### src/rtl/cordic_vectoring_if.sv
// Handshake and data bundle for the vectoring CORDIC: input vector (x, y) on one
// side, magnitude/angle result on the other, each with its own valid/ready pair.
`timescale 1ns/1ps

interface cordic_vectoring_if;
    logic               valid_i;
    logic               ready_o;
    logic signed [16:0] x_i;
    logic signed [16:0] y_i;
    logic               valid_o;
    logic               ready_i;
    logic        [17:0] mag_o;
    logic signed [17:0] angle_o;

    // The block itself is the slave; whoever feeds vectors and drains results is the master.
    modport slave (
        input  valid_i, x_i, y_i, ready_i,
        output ready_o, valid_o, mag_o, angle_o
    );

    modport master (
        output valid_i, x_i, y_i, ready_i,
        input  ready_o, valid_o, mag_o, angle_o
    );
endinterface

### src/rtl/cordic_vectoring.sv
// Iterative 16-step vectoring CORDIC: (x, y) -> (magnitude, atan2 angle in rad * 2^15).
// Define CORDIC_VEC_GAIN_COMP_EN to add a one-cycle COMP state that removes the CORDIC gain.
`timescale 1ns/1ps

module cordic_vectoring (
    input  logic                clk_i,
    input  logic                reset_ni,
    cordic_vectoring_if.slave   vec
);

    typedef enum logic [1:0] {
        IDLE = 2'd0,
        ITER = 2'd1,
`ifdef CORDIC_VEC_GAIN_COMP_EN
        COMP = 2'd2,
`endif
        DONE = 2'd3
    } state_t;

    localparam logic signed [17:0] Z_HALF_PI = 18'sd51472;

    function automatic logic signed [17:0] atan_lut(input logic [3:0] idx);
        case (idx)
            4'd0:    atan_lut = 18'sd25735;
            4'd1:    atan_lut = 18'sd15192;
            4'd2:    atan_lut = 18'sd8027;
            4'd3:    atan_lut = 18'sd4075;
            4'd4:    atan_lut = 18'sd2045;
            4'd5:    atan_lut = 18'sd1024;
            4'd6:    atan_lut = 18'sd512;
            4'd7:    atan_lut = 18'sd256;
            4'd8:    atan_lut = 18'sd128;
            4'd9:    atan_lut = 18'sd64;
            4'd10:   atan_lut = 18'sd32;
            4'd11:   atan_lut = 18'sd16;
            4'd12:   atan_lut = 18'sd8;
            4'd13:   atan_lut = 18'sd4;
            4'd14:   atan_lut = 18'sd2;
            default: atan_lut = 18'sd1;
        endcase
    endfunction

    state_t             state_q, state_d;
    logic signed [18:0] x_q, x_d;
    logic signed [18:0] y_q, y_d;
    logic signed [17:0] z_q, z_d;
    logic        [3:0]  i_q, i_d;
    logic        [17:0] mag_q, mag_d;
    logic signed [17:0] angle_q, angle_d;

    logic signed [18:0] x_ext, y_ext;
    logic signed [18:0] x_sh, y_sh;

    // Widen before any negation so that -(-65536) is representable.
    assign x_ext = {{2{vec.x_i[16]}}, vec.x_i};
    assign y_ext = {{2{vec.y_i[16]}}, vec.y_i};
    assign x_sh  = x_q >>> i_q;
    assign y_sh  = y_q >>> i_q;

`ifdef CORDIC_VEC_GAIN_COMP_EN
    logic signed [33:0] x_wide;
    logic signed [33:0] gain_prod;
    logic signed [18:0] x_comp;

    // 19898 = 2^14 + 2^11 + 2^10 + 2^8 + 2^7 + 2^5 + 2^4 + 2^3 + 2^1, i.e. 1/K in Q15.
    assign x_wide    = {{15{x_q[18]}}, x_q};
    assign gain_prod = (x_wide <<< 14) + (x_wide <<< 11) + (x_wide <<< 10)
                     + (x_wide <<< 8)  + (x_wide <<< 7)  + (x_wide <<< 5)
                     + (x_wide <<< 4)  + (x_wide <<< 3)  + (x_wide <<< 1);
    assign x_comp    = 19'(gain_prod >>> 15);
`endif

    // NOTE: every variable gets its hold value first so no path leaves it unassigned (no latches).
    always_comb begin
        state_d = state_q;
        x_d     = x_q;
        y_d     = y_q;
        z_d     = z_q;
        i_d     = i_q;
        mag_d   = mag_q;
        angle_d = angle_q;

        case (state_q)
            IDLE: begin
                if (vec.valid_i) begin
                    if (x_ext[18] && !y_ext[18]) begin
                        x_d = y_ext;
                        y_d = -x_ext;
                        z_d = Z_HALF_PI;
                    end else if (x_ext[18] && y_ext[18]) begin
                        x_d = -y_ext;
                        y_d = x_ext;
                        z_d = -Z_HALF_PI;
                    end else begin
                        x_d = x_ext;
                        y_d = y_ext;
                        z_d = '0;
                    end
                    i_d     = '0;
                    state_d = ITER;
                end
            end

            ITER: begin
                // Rotate toward the x axis; the sign of y picks the direction.
                if (!y_q[18]) begin
                    x_d = x_q + y_sh;
                    y_d = y_q - x_sh;
                    z_d = z_q + atan_lut(i_q);
                end else begin
                    x_d = x_q - y_sh;
                    y_d = y_q + x_sh;
                    z_d = z_q - atan_lut(i_q);
                end
                i_d = i_q + 4'd1;
                if (i_q == 4'd15) begin
`ifdef CORDIC_VEC_GAIN_COMP_EN
                    state_d = COMP;
`else
                    state_d = DONE;
`endif
                end
            end

`ifdef CORDIC_VEC_GAIN_COMP_EN
            COMP: begin
                x_d     = x_comp;
                state_d = DONE;
            end
`endif

            DONE: begin
                if (vec.ready_i) begin
                    state_d = IDLE;
                end
            end

            default: state_d = IDLE;
        endcase

        // Result registers only change on entry to DONE, so they hold under backpressure.
        if (state_d == DONE && state_q != DONE) begin
            mag_d   = x_d[17:0];
            angle_d = z_d;
        end
    end

    // NOTE: state registers use non-blocking assignments so all of them update from pre-edge values.
    always_ff @(posedge clk_i or negedge reset_ni) begin
        if (!reset_ni) begin
            state_q <= IDLE;
            x_q     <= '0;
            y_q     <= '0;
            z_q     <= '0;
            i_q     <= '0;
            mag_q   <= '0;
            angle_q <= '0;
        end else begin
            state_q <= state_d;
            x_q     <= x_d;
            y_q     <= y_d;
            z_q     <= z_d;
            i_q     <= i_d;
            mag_q   <= mag_d;
            angle_q <= angle_d;
        end
    end

    assign vec.ready_o = (state_q == IDLE);
    assign vec.valid_o = (state_q == DONE);
    assign vec.mag_o   = mag_q;
    assign vec.angle_o = angle_q;

endmodule

### src/flat_wrapper.sv
// flat-port wrapper written by rule: the top's interface ports become plain ports
module cordic_vectoring_flat 
  (clk_i, reset_ni, vec_valid_i, vec_x_i, vec_y_i, vec_ready_i, vec_ready_o, vec_valid_o, vec_mag_o, vec_angle_o);
  cordic_vectoring_if vec_i ();
  input  logic clk_i;
  input  logic reset_ni;
  input wire logic [$bits(vec_i.valid_i)-1:0] vec_valid_i;
  input wire logic [$bits(vec_i.x_i)-1:0] vec_x_i;
  input wire logic [$bits(vec_i.y_i)-1:0] vec_y_i;
  input wire logic [$bits(vec_i.ready_i)-1:0] vec_ready_i;
  output wire logic [$bits(vec_i.ready_o)-1:0] vec_ready_o;
  output wire logic [$bits(vec_i.valid_o)-1:0] vec_valid_o;
  output wire logic [$bits(vec_i.mag_o)-1:0] vec_mag_o;
  output wire logic [$bits(vec_i.angle_o)-1:0] vec_angle_o;
  assign vec_i.valid_i = vec_valid_i;
  assign vec_i.x_i = vec_x_i;
  assign vec_i.y_i = vec_y_i;
  assign vec_i.ready_i = vec_ready_i;
  assign vec_ready_o = vec_i.ready_o;
  assign vec_valid_o = vec_i.valid_o;
  assign vec_mag_o = vec_i.mag_o;
  assign vec_angle_o = vec_i.angle_o;
  cordic_vectoring u_core (.clk_i(clk_i), .reset_ni(reset_ni), .vec(vec_i));
endmodule
### config.mk
export PLATFORM = sky130hd
export DESIGN_NAME = cordic_vectoring_flat
export DESIGN_NICKNAME = d
export VERILOG_FILES = /design/src/rtl/cordic_vectoring_if.sv /design/src/rtl/cordic_vectoring.sv /design/src/flat_wrapper.sv
export SDC_FILE = /design/constraint.sdc
export NUM_CORES = 1
export LEC_CHECK = 0
export ABC_AREA = 1
export ABC_CLOCK_PERIOD_IN_PS = 5580
export BUFFER_PORTS_ARGS = -buffer_cell sky130_fd_sc_hd__buf_2
export CAP_MARGIN = 20
export CORE_UTILIZATION = 45
export CTS_CLUSTER_SIZE = 14
export DETAILED_ROUTE_END_ITERATION = 16
export SETUP_SLACK_MARGIN = 0.05
export SYNTH_ARGS = -nofsm -noshare
export SYNTH_HDL_FRONTEND = slang
export SYNTH_SLANG_ARGS = --single-unit
export TNS_END_PERCENT = 50
### constraint.sdc
create_clock -name clk_i -period 5.58 [get_ports clk_i]
set_clock_uncertainty 0.05 [all_clocks]
set_input_delay 1.674 -clock clk_i [delete_from_list [all_inputs] [get_ports clk_i]]
set_output_delay 1.674 -clock clk_i [all_outputs]
set_load 0.1 [all_outputs]
Yosys cells after proc, flatten, opt, wreduce, memory -nomap -nowiden:

Memory sizes are Yosys's and may differ from the RTL's.
Cells that the tools add are included.
Widths: inputs -> output; s select.

* register bits: 98
* bits in latches: 0
* memory bits (writable): 0
* bits in read-only memories: 480
* input port bits: 38
* output and inout bits: 38
* word-level logic and storage cells: 59
* memories: 2

* add/subtract/negate cells: 9
* multiply operators: 0
* divide/modulo/power cells: 0
* order comparisons: 0
* equality and inequality tests: 6
* shift operators: 2
* multiplexer cells: 25
* bitwise operators: 0
* reductions and logical operators: 7

Memories
* (name not given): words 16, width 15, read ports 1, clocked after memory_dff 0, wr ports 0, RTL line cordic_vectoring.sv:23 `case (idx)`
* (name not given): words 16, width 15, read ports 1, clocked after memory_dff 0, wr ports 0, RTL line cordic_vectoring.sv:23

Operators with widths (number)
* $mux 19: 8
* $mux 18: 8
* $pmux 19 s2: 2
* $add 19x19->19: 2
* $neg 17->19: 2
* $sshr 19x4->19: 2
* $sub 19x19->19: 2
* $pmux 18 s2: 1
* $add 18x18->18: 1
* $sub 18x18->18: 1
* $pmux 4 s2: 1
* $mux 2: 3
* $pmux 2 s3: 1
* $add 4x1->4 const B: 1
* $eq 2x2->1 const B: 2
* $eq 4x4->1 const B: 1
* $mux 4: 1
* $ne 2x2->1 const B: 2
* $logic_and 1x1->1: 3
* $eq 2x1->1 const B: 1
* $logic_not 2->1: 1
* $reduce_and 2->1: 1
* $reduce_bool 2->1: 1
* $logic_not 1->1: 1

Longest topological paths before layout:

An unclocked memory read counts as a cell.

* depth after elaboration: 6
* gate-level depth with buffers: 31

Worst setup path before layout:

OpenSTA, ideal clock, no wires.

* kind: register -> register
* start: register u_core.i_q[1]
* end: register u_core.angle_q[17], in the netlist u_core.vec.angle_o[17]
* arrival time: 3.682 ns
* required time: 5.410 ns
* slack: 1.728 ns
* stages on the path, launching flop included: 27
* cells stage by stage: dfrtp_1 -> buf_2 -> inv_2 -> buf_2 -> ha_1 -> inv_1 -> nand2_1 -> o21ai_1 -> inv_1 -> ha_1 -> inv_1 -> nor3_1 -> nand4_1 -> nor3_1 -> nand2_1 -> o21ai_2 -> xor2_1 -> ha_1 -> nand2_1 -> nor3_1 -> nand2_1 -> o311ai_0 -> nand3_1 -> nand3_1 -> nand3_2 -> nand2_1 -> nand2_1

* word-level cells in the longest chain between the ends: 6
* elaborated cells on any way between the ends: 15
* those cells by class: add/sub: 2; eq/ne: 2; mux: 8; reduce/logical: 1; memory: 2

RTL lines
* start, declared: RTL line cordic_vectoring.sv:47 `logic [3:0] i_q, i_d;`
* start signal, assigned: RTL line cordic_vectoring.sv:163 `i_q <= i_d;`
* $mem_v2 16x15
* $mux 18: RTL line cordic_vectoring.sv:106 `if (!y_q[18]) begin`
* $mux 18: RTL line cordic_vectoring.sv:83 `case (state_q)`
* $add 18x18->18 / $sub 18x18->18 (equally long branches): RTL line cordic_vectoring.sv:109, cordic_vectoring.sv:113
* $mux 18 *: RTL line cordic_vectoring.sv:106
* $pmux 18 s2 *: RTL line cordic_vectoring.sv:83
* via u_core.z_d[17]: RTL line cordic_vectoring.sv:46 `logic signed [17:0] z_q, z_d;`
* end signal, assigned: RTL line cordic_vectoring.sv:165 `angle_q <= angle_d;`
* end, declared: RTL line cordic_vectoring.sv:49 `logic signed [17:0] angle_q, angle_d;`

The timed path passes the listed nets; every way through them passes the cells marked *. The select of a mux whose other input is x is not followed.
A chain may end at the register's enable or synchronous reset.

Worst setup path after layout:

* start: register u_core.i_q[0]
* end: register u_core.y_q[18]

* word-level cells in the longest chain between the ends: 4
* elaborated cells on any way between the ends: 5
* those cells by class: add/sub: 2; shift: 1; mux: 2

RTL lines
* $sshr 19x4->19 *: RTL line cordic_vectoring.sv:57 `assign x_sh = x_q >>> i_q;`
* $sub 19x19->19 / $add 19x19->19 (equally long branches): RTL line cordic_vectoring.sv:108, cordic_vectoring.sv:112
* $mux 19 *: RTL line cordic_vectoring.sv:106
* $pmux 19 s2 *: RTL line cordic_vectoring.sv:83
* end signal, assigned: RTL line cordic_vectoring.sv:161 `y_q <= y_d;`
* end, declared: RTL line cordic_vectoring.sv:45 `logic signed [18:0] y_q, y_d;`

Every way passes the cells marked *; elsewhere a longest branch is shown, timed or not.

==> metrics.md <==
| Metric | Value |
|---|---|
| Wire per inst | 18.2 um |
| Vias in the first global route | 10893 |
| Initial Util | 0.461 |
| Final WL | 38700 um |
| PortBufs | 75 |
| Layout area overhead | 8.43% |
| Dpl hpwl | 30600 um |
| # hold bufs at CTS | 0 |
| CTS HTree Levels | 3 |
| Max Slew Vio Count | 0 |
| Post-synth design cell area | 10900 um2 |
| Root Buffer | clkbuf_16 |
| Slew @ Worst Pin | 1020 ps |
| Io pins | 76 |
| Crit path max-delay family | simple AND/OR/NAND/NOR gates |
| Clk_lat worst skew | 370 ps |
| CTS max path bufs | 2 |
| Clk slew on worst S/H paths | 80 ps |
| Fin. Hold Viols | 0 |
| # resized after CTS | 0 |
| Hold crit path type | flip-flop to flip-flop |
| Row cnt | 56 |
| Area of the multi-input gates | 7420 um2 |
| Via/cell ratio | 5.66 |
| Grt total ovfl | 0 |
| Crit-path max FO | 35 |
| Final worst-path cycle share | 0.908 |
| Antenna Cells | 0 |
| Final Setup Violations | 0 |
| Vias post-DR | 12046 |
| Synth unique cells | 52 |
| Tot GR Track Use | 0.317 |
| CP max stage cell | dfrtp_1 |
| Die Wd | 158 um |
| CP Capture Type | flip-flop |
| Max Cap Viol | 0 |
| Max Fclk | 197 MHz |
| DR iter-0 viols | 960 |
| RD Place Congestion | 0.975 |
| Number of synthesized flops with an enable pin | 0 |
| Die Area | 24800 um2 |
| Max stage delay on crit path | 740 ps |
| Antenna violations before repair | 0 |
| Fin nets | 1909 |
| Status | finished clean |
| Num CTS Buffers | 9 |
| Sequential share of the synthesized area | 0.225 |
| Predominant post-synthesis flop cell | dfrtp_1 |
| First-pass GRT wire length | 60000 um |
| Most frequent cells in the layout | nand2_1 (535), nand3_1 (197), inv_1 (169) |
| Post-CTS Setup Inserts | 0 |
| Core box area | 23600 um2 |
| Syn Area/Cell | 6.17 um2 |
| Ys async rst share | 1.00 |
| Share of layout cells above drive strength 1 | 0.0907 |
| Remaining antenna violation count | 0 |
| Mapped Cells | 1765 |
| DRT Pass-1 Iters | 6 |
| Worst EP arrival | 5250 ps |
| Clock Sinks | 98 |
| RSZ-0062 raised after global routing | false |
| Register Area | 2450 um2 |
| Commonest non-fill, non-tap cell in the layout | nand2_1 |
| DRC | 0 |
| Synth warnings | 0 |
| Floorplan die height | 158 um |
| # fillers | 2582 |
| Most used cell, CP | nand2_1 |
| Setup_tns | 0 ps |
| Worst slew margin | 0.320 |
| Tmin final | 5070 ps |
| Startpoint Class | flip-flop |
| Crit path buf inv count | 3 |
| Largest net degree at the start of global routing | 48 |
| Critical path type | flip-flop to flip-flop |
| TritonCTS clock tree | built |
| Required time worst endpoint | 5760 ps |
| Syn_nets | 1871 |
| #FFs+latches synth | 98 |
| R2r setup slk | 510 ps |
[per-layer routing]
layer,vias up,wire length (um),track usage
met5,-,0,0
li1,5985,-,-
met2,414,15800,0.464
met3,57,2920,0.0632
met4,0,1200,0.110
met1,5590,18800,0.460
[tightest hold or removal path, stage by stage (launching register included)]
cell and delay [ps]:
dfrtp_1 340, nand2_1 50, nand2_1 60
[path summary, 6_finish.rpt]
| kind | start | endpoint | depth (start not counted) |
|---|---|---|---|
| min in group asynchronous | reset_ni | u_core.y_q[9]$_DFFE_PN0P_ | 1 |
| min reg2reg | u_core.vec.angle_o[1]$_DFFE_PN0P_ | u_core.vec.angle_o[1]$_DFFE_PN0P_ | 2 |
| max | u_core.i_q[0]$_DFFE_PN0P_ | u_core.y_q[18]$_DFFE_PN0P_ | 26 |
| max in group asynchronous | reset_ni | u_core.vec.mag_o[0]$_DFFE_PN0P_ | 2 |
| max reg2reg | u_core.i_q[0]$_DFFE_PN0P_ | u_core.y_q[18]$_DFFE_PN0P_ | 26 |
| min | u_core.vec.angle_o[1]$_DFFE_PN0P_ | u_core.vec.angle_o[1]$_DFFE_PN0P_ | 2 |
[synth_stat cells (all sizes together) (26+ instances only)]
library cell | number | area share
o211ai | 26 | 0.018
a21oi | 120 | 0.055
nor2 | 139 | 0.052
ha | 65 | 0.075
buf | 36 | 0.020
inv | 175 | 0.061
xor2 | 33 | 0.027
dfrtp | 98 | 0.23
o21ai | 135 | 0.063
clkbuf | 36 | 0.012
nand3 | 201 | 0.094
nand2 | 541 | 0.19
[cells by family after synthesis]
| logic type | Yosys count | synth area share |
|---|---|---|
| AOI/OAI and AO/OA | 361 | 0.193 |
| DFF | 98 | 0.225 |
| buffers and inverters | 251 | 0.0947 |
| and+or+nand+nor | 938 | 0.368 |
| adders and majority gates | 68 | 0.0801 |
| xor gates and xnor gates | 49 | 0.0394 |
[area by class of cell]
type / instances / share of cell area
clock buffer: 9 / 0.0191
clock inverter: 7 / 0.00710
inverter: 179 / 0.0571
sequential: 98 / 0.208
tap: 319 / 0.0338
timing repair buffer: 99 / 0.0472
multi-input combinational: 1416 / 0.628
[through the flow]
stage	instances	hold WS, ps	util	area [um2]	worst slack (ps)
2_1_floorplan	1765	426	-	10900	1730
3_3_place_gp	2111	410	0.487	11500	713
3_5_place_dp	2111	410	0.487	11500	630
4_1_cts	2127	435	0.500	11800	605
5_1_grt	2127	444	0.500	11800	62.8
6_report	2127	431	0.500	11800	514
[registers in the layout, summed over array words and instances, names as in the netlist]
| signal | cells |
|---|---|
| u_core.vec.angle_o | 18 |
| u_core.i_q | 4 |
| u_core.x_q | 19 |
| u_core.y_q | 19 |
| u_core.z_q | 18 |
| u_core.vec.mag_o | 18 |
| u_core.state_q | 2 |
Power is left out: the tool's default activity adds up to more than one toggle a clock period on the data nets, which glitch-free logic cannot reach.
